$ cat src/rtl/nbit_stream_demux_pkg.sv
// Shared definitions for the handshaked stream demux: mode encoding,
// default sizing and the channel-count helper.
package nbit_stream_demux_pkg;

  typedef enum logic {
    MODE_UNICAST   = 1'b0,
    MODE_BROADCAST = 1'b1
  } demux_mode_e;

  localparam int DEF_SELECT_WIDTH = 3;
  localparam int DEF_DATA_WIDTH   = 32;

  function automatic int chan_count(input int sel_w);
    return 1 << sel_w;
  endfunction

endpackage

$ cat src/rtl/nbit_stream_demux_if.sv
// Producer-side and consumer-side handshake bundle for nbit_stream_demux.
// The slave modport is the demux itself; master is whoever drives it.
interface nbit_stream_demux_if
  import nbit_stream_demux_pkg::*;
#(
  parameter int SELECT_WIDTH = DEF_SELECT_WIDTH,
  parameter int DATA_WIDTH   = DEF_DATA_WIDTH
);
  localparam int N = chan_count(SELECT_WIDTH);

  logic [DATA_WIDTH-1:0]   InData;
  logic [SELECT_WIDTH-1:0] InSel;
  logic                    InBcast;
  logic [N-1:0]            InMask;
  logic                    InValid;
  logic                    InReady;
  logic [DATA_WIDTH-1:0]   OutData;
  logic [N-1:0]            OutValid;
  logic [N-1:0]            OutReady;
  logic                    Busy;
  logic                    Dropped;

  modport slave (
    input  InData, InSel, InBcast, InMask, InValid, OutReady,
    output InReady, OutData, OutValid, Busy, Dropped
  );

  modport master (
    output InData, InSel, InBcast, InMask, InValid, OutReady,
    input  InReady, OutData, OutValid, Busy, Dropped
  );

endinterface

$ cat src/rtl/nbit_stream_demux_decoder.sv
// Combinational binary-to-one-hot decoder, shared with other address
// decoders in the datapath.
module nbit_onehot_decoder #(
  parameter int SELECT_WIDTH = 3
) (
  input  logic [SELECT_WIDTH-1:0]      sel,
  output logic [(1<<SELECT_WIDTH)-1:0] onehot
);
  localparam int N = 1 << SELECT_WIDTH;

  always_comb begin
    onehot = '0;
    for (int i = 0; i < N; i++)
      if (sel == SELECT_WIDTH'(i)) onehot[i] = 1'b1;
  end

endmodule

$ cat src/rtl/nbit_stream_demux.sv
// Registered 1-to-N stream demux: holds one word until every addressed
// channel has handshaked; unicast via InSel or broadcast via InMask.
module nbit_stream_demux
  import nbit_stream_demux_pkg::*;
#(
  parameter int SELECT_WIDTH = DEF_SELECT_WIDTH,
  parameter int DATA_WIDTH   = DEF_DATA_WIDTH
) (
  input  logic               clk,
  input  logic               reset,
  nbit_stream_demux_if.slave bus
);
  localparam int N = chan_count(SELECT_WIDTH);

  logic [N-1:0]          pending;
  logic [N-1:0]          sel_onehot;
  logic [N-1:0]          dest;
  logic [DATA_WIDTH-1:0] data_reg;
  logic                  drop_reg;
  logic                  done;
  logic                  accept;
  logic                  is_bcast;

  nbit_onehot_decoder #(.SELECT_WIDTH(SELECT_WIDTH)) u_dec (
    .sel    (bus.InSel),
    .onehot (sel_onehot)
  );

  assign is_bcast = (demux_mode_e'(bus.InBcast) == MODE_BROADCAST);
  assign dest     = is_bcast ? bus.InMask : sel_onehot;

  // Done lets the last handshakes of the held word and the next load share an edge.
  assign done        = ((pending & ~bus.OutReady) == '0);
  assign bus.InReady = ~reset & done;
  assign accept      = bus.InValid & bus.InReady;

  assign bus.OutValid = pending;
  assign bus.OutData  = data_reg;
  assign bus.Busy     = |pending;
  assign bus.Dropped  = drop_reg;

  always_ff @(posedge clk or posedge reset) begin
    if (reset) begin
      pending  <= '0;
      data_reg <= '0;
      drop_reg <= 1'b0;
    end else if (accept) begin
      pending  <= dest;
      data_reg <= bus.InData;
      drop_reg <= is_bcast && (bus.InMask == '0);
    end else begin
      pending  <= pending & ~bus.OutReady;
      drop_reg <= 1'b0;
    end
  end

endmodule

$ cat src/flat_wrapper.sv
// flat-port wrapper written by rule: the top's interface ports become plain ports
module nbit_stream_demux_flat import nbit_stream_demux_pkg::*;
#(
  parameter int SELECT_WIDTH = DEF_SELECT_WIDTH,
  parameter int DATA_WIDTH   = DEF_DATA_WIDTH
)
  (clk, reset, bus_InData, bus_InSel, bus_InBcast, bus_InMask, bus_InValid, bus_OutReady, bus_InReady, bus_OutData, bus_OutValid, bus_Busy, bus_Dropped);
  nbit_stream_demux_if #(.SELECT_WIDTH(SELECT_WIDTH), .DATA_WIDTH(DATA_WIDTH)) bus_i ();
  input  logic clk;
  input  logic reset;
  input wire logic [$bits(bus_i.InData)-1:0] bus_InData;
  input wire logic [$bits(bus_i.InSel)-1:0] bus_InSel;
  input wire logic [$bits(bus_i.InBcast)-1:0] bus_InBcast;
  input wire logic [$bits(bus_i.InMask)-1:0] bus_InMask;
  input wire logic [$bits(bus_i.InValid)-1:0] bus_InValid;
  input wire logic [$bits(bus_i.OutReady)-1:0] bus_OutReady;
  output wire logic [$bits(bus_i.InReady)-1:0] bus_InReady;
  output wire logic [$bits(bus_i.OutData)-1:0] bus_OutData;
  output wire logic [$bits(bus_i.OutValid)-1:0] bus_OutValid;
  output wire logic [$bits(bus_i.Busy)-1:0] bus_Busy;
  output wire logic [$bits(bus_i.Dropped)-1:0] bus_Dropped;
  assign bus_i.InData = bus_InData;
  assign bus_i.InSel = bus_InSel;
  assign bus_i.InBcast = bus_InBcast;
  assign bus_i.InMask = bus_InMask;
  assign bus_i.InValid = bus_InValid;
  assign bus_i.OutReady = bus_OutReady;
  assign bus_InReady = bus_i.InReady;
  assign bus_OutData = bus_i.OutData;
  assign bus_OutValid = bus_i.OutValid;
  assign bus_Busy = bus_i.Busy;
  assign bus_Dropped = bus_i.Dropped;
  nbit_stream_demux #(.SELECT_WIDTH(SELECT_WIDTH), .DATA_WIDTH(DATA_WIDTH)) u_core (.clk(clk), .reset(reset), .bus(bus_i));
endmodule
$ cat config.mk
export PLATFORM = sky130hd
export DESIGN_NAME = nbit_stream_demux_flat
export DESIGN_NICKNAME = d
export VERILOG_FILES = /design/src/rtl/nbit_stream_demux_pkg.sv /design/src/rtl/nbit_stream_demux_if.sv /design/src/rtl/nbit_stream_demux_decoder.sv /design/src/rtl/nbit_stream_demux.sv /design/src/flat_wrapper.sv
export SDC_FILE = /design/constraint.sdc
export NUM_CORES = 1
export LEC_CHECK = 0
export ABC_AREA = 1
export CORE_MARGIN = 2
export CORE_UTILIZATION = 40
export CTS_CLUSTER_DIAMETER = 80
export DETAILED_ROUTE_END_ITERATION = 8
export PLACE_DENSITY = 0.81
export SLEW_MARGIN = 25
export SYNTH_ARGS = -nofsm -noshare
export SYNTH_HDL_FRONTEND = slang
export SYNTH_SLANG_ARGS = --single-unit
$ cat constraint.sdc
create_clock -name clk -period 3.2 [get_ports clk]
set_input_delay 0.64 -clock clk [delete_from_list [all_inputs] [get_ports clk]]
set_output_delay 0.64 -clock clk [all_outputs]
set_load 0.03 [all_outputs]
==> results of run 1 <==
-- per-layer routing --
| metal | global-route usage | vias up | wire [um] |
|---|---|---|---|
| met5 | 0 | - | 0 |
| li1 | - | 907 | - |
| met4 | 0.06173 | 0 | 67 |
| met3 | 0.08011 | 8 | 437 |
| met1 | 0.2262 | 842 | 1981 |
| met2 | 0.3343 | 69 | 2431 |
-- worst max path at each step --
stage | slack (ns) | from | cells past startpoint | to
4_1_cts | 0.79 | bus_OutReady[2] | 8 | bus_InReady
3_3_place_gp | 0.80 | bus_OutReady[0] | 8 | bus_InReady
2_1_floorplan | 0.77 | reset | 6 | bus_InReady
5_1_grt | 0.71 | bus_OutReady[0] | 8 | bus_InReady
6_report | 0.80 | bus_OutReady[2] | 8 | bus_InReady
3_5_place_dp | 0.79 | bus_OutReady[2] | 8 | bus_InReady
-- per-stage QoR --
stage                     area (um^2)    util  setup slack (ns)  std cells
after floorplan                  1886       -            0.7724        226
after global placement           2869  0.6456            0.7990        367
after detailed placement         2869  0.6456            0.7905        367
after CTS                        2985  0.6717            0.7901        375
after global routing             2985  0.6717            0.7105        375
final                            2985  0.6717            0.8033        375
-- logic make-up after synthesis --
family,share of synthesized area
simple gates,0.3590
flops,0.5441
buf+inv,0.07432
compound gates,0.02256
-- worst reg2reg max path, stage by stage, from the launching register on --
cell and delay [ns]:
dfrtp_1 0.40, nand2_1 0.09, nand2_1 0.09, nor2_4 0.12, nand2_2 0.10, nor2_8 0.09
buf_4 0.36, nand3_1 0.13, nand2_1 0.10
-- registers in the layout (all words and copies together) (netlist names) --
register             count
u_core.bus.Dropped       1
u_core.bus.OutValid      8
u_core.bus.OutData      32
-- Yosys cell counts --
master	number	share of area
or2_1	1	0.0033
nand2_1	92	0.18
buf_2	4	0.011
a21oi_1	1	0.0027
nor2_4	2	0.012
nor4_1	2	0.0066
nor2_1	1	0.0020
or2_2	1	0.0033
dfrtp_1	41	0.54
o22ai_1	2	0.0066
nor2_2	1	0.0033
nand3_1	40	0.11
nor3_1	2	0.0053
buf_6	4	0.024
nor2_8	1	0.011
inv_2	2	0.0040
inv_1	14	0.028
nand2_2	4	0.013
nand4_2	1	0.0066
o21ai_0	5	0.013
nand4_1	1	0.0033
clkbuf_1	4	0.0080
-- power groups by stage --
stage	sequential [mW]	combinational (mW)	clock, mW
6_report	0.719	0.840	0.427
3_5_place_dp	0.725	0.847	0
4_1_cts	0.718	0.850	0.437
5_1_grt	0.734	0.899	0.457
3_3_place_gp	0.723	0.836	0
2_1_floorplan	0.978	0.215	0
-- area by class of cell --
cell class	instances	area, um^2
Inverter	16	60.06
Sequential cell	41	1026
Clock buffer	7	86.33
Clock inverter	1	30.03
Tap cell	52	65.06
Multi-Input combinational cell	157	719.4
Timing Repair Buffer	101	998.5
Fill cell	375	1459
==> impl_results.md, run 1 <==
* Worst Hold Class: reg2reg
* Vias in the first global route at 1800
* Arr. time, crit path at 1.76 ns
* CTS tree: built
* First-pass GRT wire length at 7.962 mm
* Share of cells above drive strength 1 at 0.07430
* Final setup fails at 0
* Clock Tree Buf Depth at 2
* Final Hold Fails at 0
* Clock Tree Root: clkbuf_8
* Via density at 4.869
* Largest stage delay on the critical path at 0.46 ns
* Leakage at 1.473 nW
* Total global routing overflow at 0
* Syn Std Cell Area at 1886 um^2
* Number of iterations in the first detailed-routing pass at 4
* Final Critical Period at 2.397 ns
* PD cells at 665.2 nW/um^2
* Maxcap violations at 0
* Clock Pin Slew Worst Setup and Hold Paths at 0.07 ns
* Clock sink total at 41
* Largest net degree at the start of global routing at 42
* P_sw at 729.4 uW
* Worst-path cell chain: clkdlybuf4s50_1 -> inv_1 -> nand2_1 -> nand2_1 -> nor2_4 -> nand2_2 -> nor2_8 -> buf_4
* IO Count at 98
* Slew HR at 0.5666
* Inserted Clock Buffers at 5
* Rows at 24
* Internal Power at 1.257 mW
* FMAX at 417.2 MHz
* Crit-path max FO at 2
* # nets final at 377
* Number of DRC markers in iteration 0 at 95
* Net switching fraction of the power at 0.3673
* DRC viols at 0
* Bufs and invs on worst path at 3
* Register area share after synthesis at 0.5441
* Ys Warns at 0
* Worst Hold Path Cells at 2
* H-Tree Depth at 2
* # diodes at 0
* GRT Util Overall at 0.1966
* Worst reg-to-reg path cell count at 8
* Area Growth Syn to Fin at 58.33%
* Most frequent cells in the layout: 96 x clkdlybuf4s50_1, 92 x nand2_1, 41 x dfrtp_1
* Slowest-stage cell, CP: clkdlybuf4s50_1
* Fin Hold WS at 0.4776 ns
* Total Power at 1.986 mW
* Antenna violations before repair at 0
* Part of the power in registers at 0.362
* DIE WIDTH at 72.66 um
* Run status: finished, final reports clean
* Clock latency on the worst-skew pair at 0.29 ns
* Synth Register Bits at 41
* Most common cell after layout, fill and taps aside: clkdlybuf4s50_1
* Hold_buf cts at 0
* Slew at the pin closest to its max-slew limit at 0.6481 ns
* Flop2flop setup slack at 1.65 ns
* Hold Path End: u_core.bus.OutData[2]
* CORE AREA at 4444 um^2
* Post-synth net total at 281
* Critical path type: in2out
* RSZ-0062 raised after global routing: false
* HPWL Detailed at 3.523 mm
* Post-CTS setup buffers at 0
* Final Wtd Congestion at 0.8862
* DR WL/cell at 13.11 um
* Critical Path Most Common Cell: nand2_1
* Critical hold path startpoint: u_core.bus.OutData[2]
* Total Wirelength at 4.917 mm
* Reg2reg start: u_core.bus.OutValid[2]
* Starting density of the core at 0.4243
* Post-cts sizing count at 0
* Clock share of power at 0.215
* Worst endpoint required time at 2.56 ns
* Syn Inst Count at 226
* DIE AREA at 5279 um^2
* TNS Setup at 0 ns
* Port Buffers at 97
* Startpoint types: input pin
* CP endpoint kind: primary output
* Layout Skew at 0.001883 ns
* Via Count at 1826
* Period utilisation layout at 0.7490
* Reg-to-Reg End: u_core.bus.OutData[20]
* Comb pwr share at 0.423
* Family with the most delay on the worst path: buffers and inverters
* Slew Viols, Final at 0
* Height of the die at 72.66 um
* Maximum VDD drop at 368.7 uV
* Distinct cells, synth at 22
* Avg Cell Area, Syn at 8.343 um^2
* Antenna-violating nets left at 0
No activity file was read; power rests on OpenSTA's default activity.
==> run 2: changes to the inputs <==
Settings changed: CORE_UTILIZATION 40 to 36, PLACE_DENSITY 0.81 to 0.77.
Clock period 3.2 ns to 2.2 ns, I/O delays scaled along.
==> run 2 against run 1 <==
Clock power rose by 44%. Register-to-register slack lost 0.90 ns. Clock-buffer cell count is the same. Critical path type unchanged.
==> impl_results.md, run 2 (synthesis gave the netlist of run 1 again) <==
* Port Buffers at 97 (unchanged)
* Antenna violations before repair at 0 (unchanged)
* Worst endpoint required time at 1.76 ns (-0.80 ns)
* Largest net degree at the start of global routing at 42 (unchanged)
* Starting density of the core at 0.3715 (-0.05272)
* DIE WIDTH at 76.37 um (+5.1%)
* Worst Hold Class: reg2reg
* Total Power at 2.884 mW (+45%)
* Final setup fails at 0 (unchanged)
* Total Wirelength at 4.948 mm (+0.63%)
* Inserted Clock Buffers at 5 (unchanged)
* Share of cells above drive strength 1 at 0.08282 (+0.008519)
* Post-CTS setup buffers at 0 (unchanged)
* First-pass GRT wire length at 8.404 mm (+5.6%)
* Arr. time, crit path at 1.57 ns (-0.19 ns)
* Antenna-violating nets left at 0 (unchanged)
* Most frequent cells in the layout: 95 x clkdlybuf4s50_1, 92 x nand2_1, 41 x dfrtp_1
* IO Count at 98 (unchanged)
* DRC viols at 0 (unchanged)
* Final Wtd Congestion at 0.7721 (-13%)
* HPWL Detailed at 3.762 mm (+6.8%)
* Vias in the first global route at 1816 (+0.89%)
* Final Instance Area at 3029 um^2 (+1.5%)
* Clock Pin Slew Worst Setup and Hold Paths at 0.07 ns (about the same)
* Startpoint types: input pin
* Clock sink total at 41 (unchanged)
* Via Count at 1833 (+0.38%)
* Total global routing overflow at 0 (unchanged)
* DR WL/cell at 12.49 um (-4.7%)
* TNS Setup at 0 ns (unchanged)
* Slew HR at 0.6667 (+0.1001)
* Worst reg-to-reg path cell count at 8 (unchanged)
* FMAX at 496.8 MHz
* Slew Viols, Final at 0 (unchanged)
* Leakage at 1.489 nW (+1.0%)
* CP startpoint: bus_OutReady[2]
* Via density at 4.629 (-4.9%)
* Maximum VDD drop at 433.5 uV (+18%)
* Slew at the pin closest to its max-slew limit at 0.5000 ns (-0.1481 ns)
* Height of the die at 76.37 um (+5.1%)
* # nets final at 380 (+0.80%)
* Reg2reg start: u_core.bus.OutValid[3]
* Flop2flop setup slack at 0.75 ns (-0.90 ns)
* Critical path type: in2out
* Reg-to-Reg End: u_core.bus.OutValid[3]
* Period utilisation layout at 0.9150
* Most common cell after layout, fill and taps aside: clkdlybuf4s50_1
* Clock latency on the worst-skew pair at 0.29 ns (about the same)
* Crit path to: bus_InReady
* CP endpoint kind: primary output
* Layout Skew at 0.003379 ns (+0.001497 ns)
* Number of DRC markers in iteration 0 at 115 (+21%)
* Final Critical Period at 2.013 ns
* Maxcap violations at 0 (unchanged)
* Clock Tree Root: clkbuf_8
* RSZ-0062 raised after global routing: false
* # diodes at 0 (unchanged)
* Largest register FFs at 32 (unchanged)
* Final Hold Fails at 0 (unchanged)
* Area Growth Syn to Fin at 60.65%
* Crit-path max FO at 3 (+1)
* Clock Tree Buf Depth at 2 (unchanged)
* Fin Hold WS at 0.4813 ns (+0.003668 ns)
* PD cells at 952.0 nW/um^2 (+43%)
* Rows at 26 (+8.3%)
* DIE AREA at 5832 um^2 (+10%)
* Hold_buf cts at 0 (unchanged)
* Run status: finished, final reports clean
* CTS tree: built
* GRT Util Overall at 0.1783 (-0.01832)
* CORE AREA at 5075 um^2 (+14%)
* H-Tree Depth at 2 (unchanged)
* Number of iterations in the first detailed-routing pass at 4 (unchanged)
* Placed cell areas at 2914 um^2 (+1.6%)
[run 2: cell count changes in the layout (fill, tap and decap cells not counted)]
cell             delta
clkdlybuf4s50_1     -1
buf_4               +3
dlygate4sd2_1       +1
[run 2: worst min-delay path by stage]
| stage | cells past startpoint | to | slack (ns) | start |
|---|---|---|---|---|
| CTS | 2 | u_core.bus.OutData[12] | 0.48 | u_core.bus.OutData[12] |
| floorplan | 1 | u_core.bus.Dropped | 0.44 | reset |
| global route | 2 | u_core.bus.OutData[27] | 0.51 | u_core.bus.OutData[27] |
| detailed placement | 2 | u_core.bus.OutData[12] | 0.46 | u_core.bus.OutData[12] |
| global placement | 2 | u_core.bus.OutData[23] | 0.46 | u_core.bus.OutData[23] |
| finish | 2 | u_core.bus.OutData[12] | 0.48 | u_core.bus.OutData[12] |
[run 2: repair_timing]
item                                    4_1_cts  5_1_grt
endpoints found under the setup margin        1        0
endpoints found under the hold margin         0        0
gates resized for setup                       1        0
[run 2: per-stage QoR]
step / worst slack (ns) / instances / util
after global routing: 0.08461 / 396 / 0.5969
after CTS: 0.1673 / 396 / 0.5969
after detailed placement: 0.1689 / 388 / 0.5742
after global placement: 0.1786 / 388 / 0.5742
after floorplan: 0.1724 / 226 / -
final: 0.1870 / 396 / 0.5969
[run 2: layout make-up]
| type | count | area [um^2] |
|---|---|---|
| Clock buffer | 7 | 86.33 |
| Clock inverter | 1 | 30.03 |
| Fill cell | 468 | 2046 |
| Inverter | 16 | 60.06 |
| Multi-Input combinational cell | 157 | 719.4 |
| Sequential cell | 41 | 1026 |
| Tap cell | 70 | 87.58 |
| Timing Repair Buffer | 104 | 1020 |
[run 2: per-layer routing]
layer  global-route usage  vias to the layer above  routed length [um]
met2               0.3062                       79                2413
met3              0.04384                        6                 354
met4              0.05455                        0                  58
met1               0.2219                      836                2122
li1                     -                      912                   -
met5                    0                        -                   0
[run 2: critical path, cell delays in order]
cell and delay [ns]:
clkdlybuf4s50_1 0.45, inv_1 0.04, nand2_1 0.06, nand2_1 0.08
nor2_4 0.11, nand2_2 0.10, nor2_8 0.11, buf_4 0.17
[run 2: power breakdown]
| part | switching [mW] | leakage (nW) | internal (mW) | total (mW) |
|---|---|---|---|---|
| registers | 0.103 | 0.520 | 0.938 | 1.04 |
| logic | 0.704 | 0.910 | 0.524 | 1.23 |
| clock network | 0.245 | 0.0585 | 0.370 | 0.615 |
| total | 1.05 | 1.49 | 1.83 | 2.88 |
==> run 3: changes to the inputs <==
Settings changed: ABC_CLOCK_PERIOD_IN_PS from default to 2200.
==> results of run 3 <==
The final DEF is identical to that of run 2; final timing and power are the same.
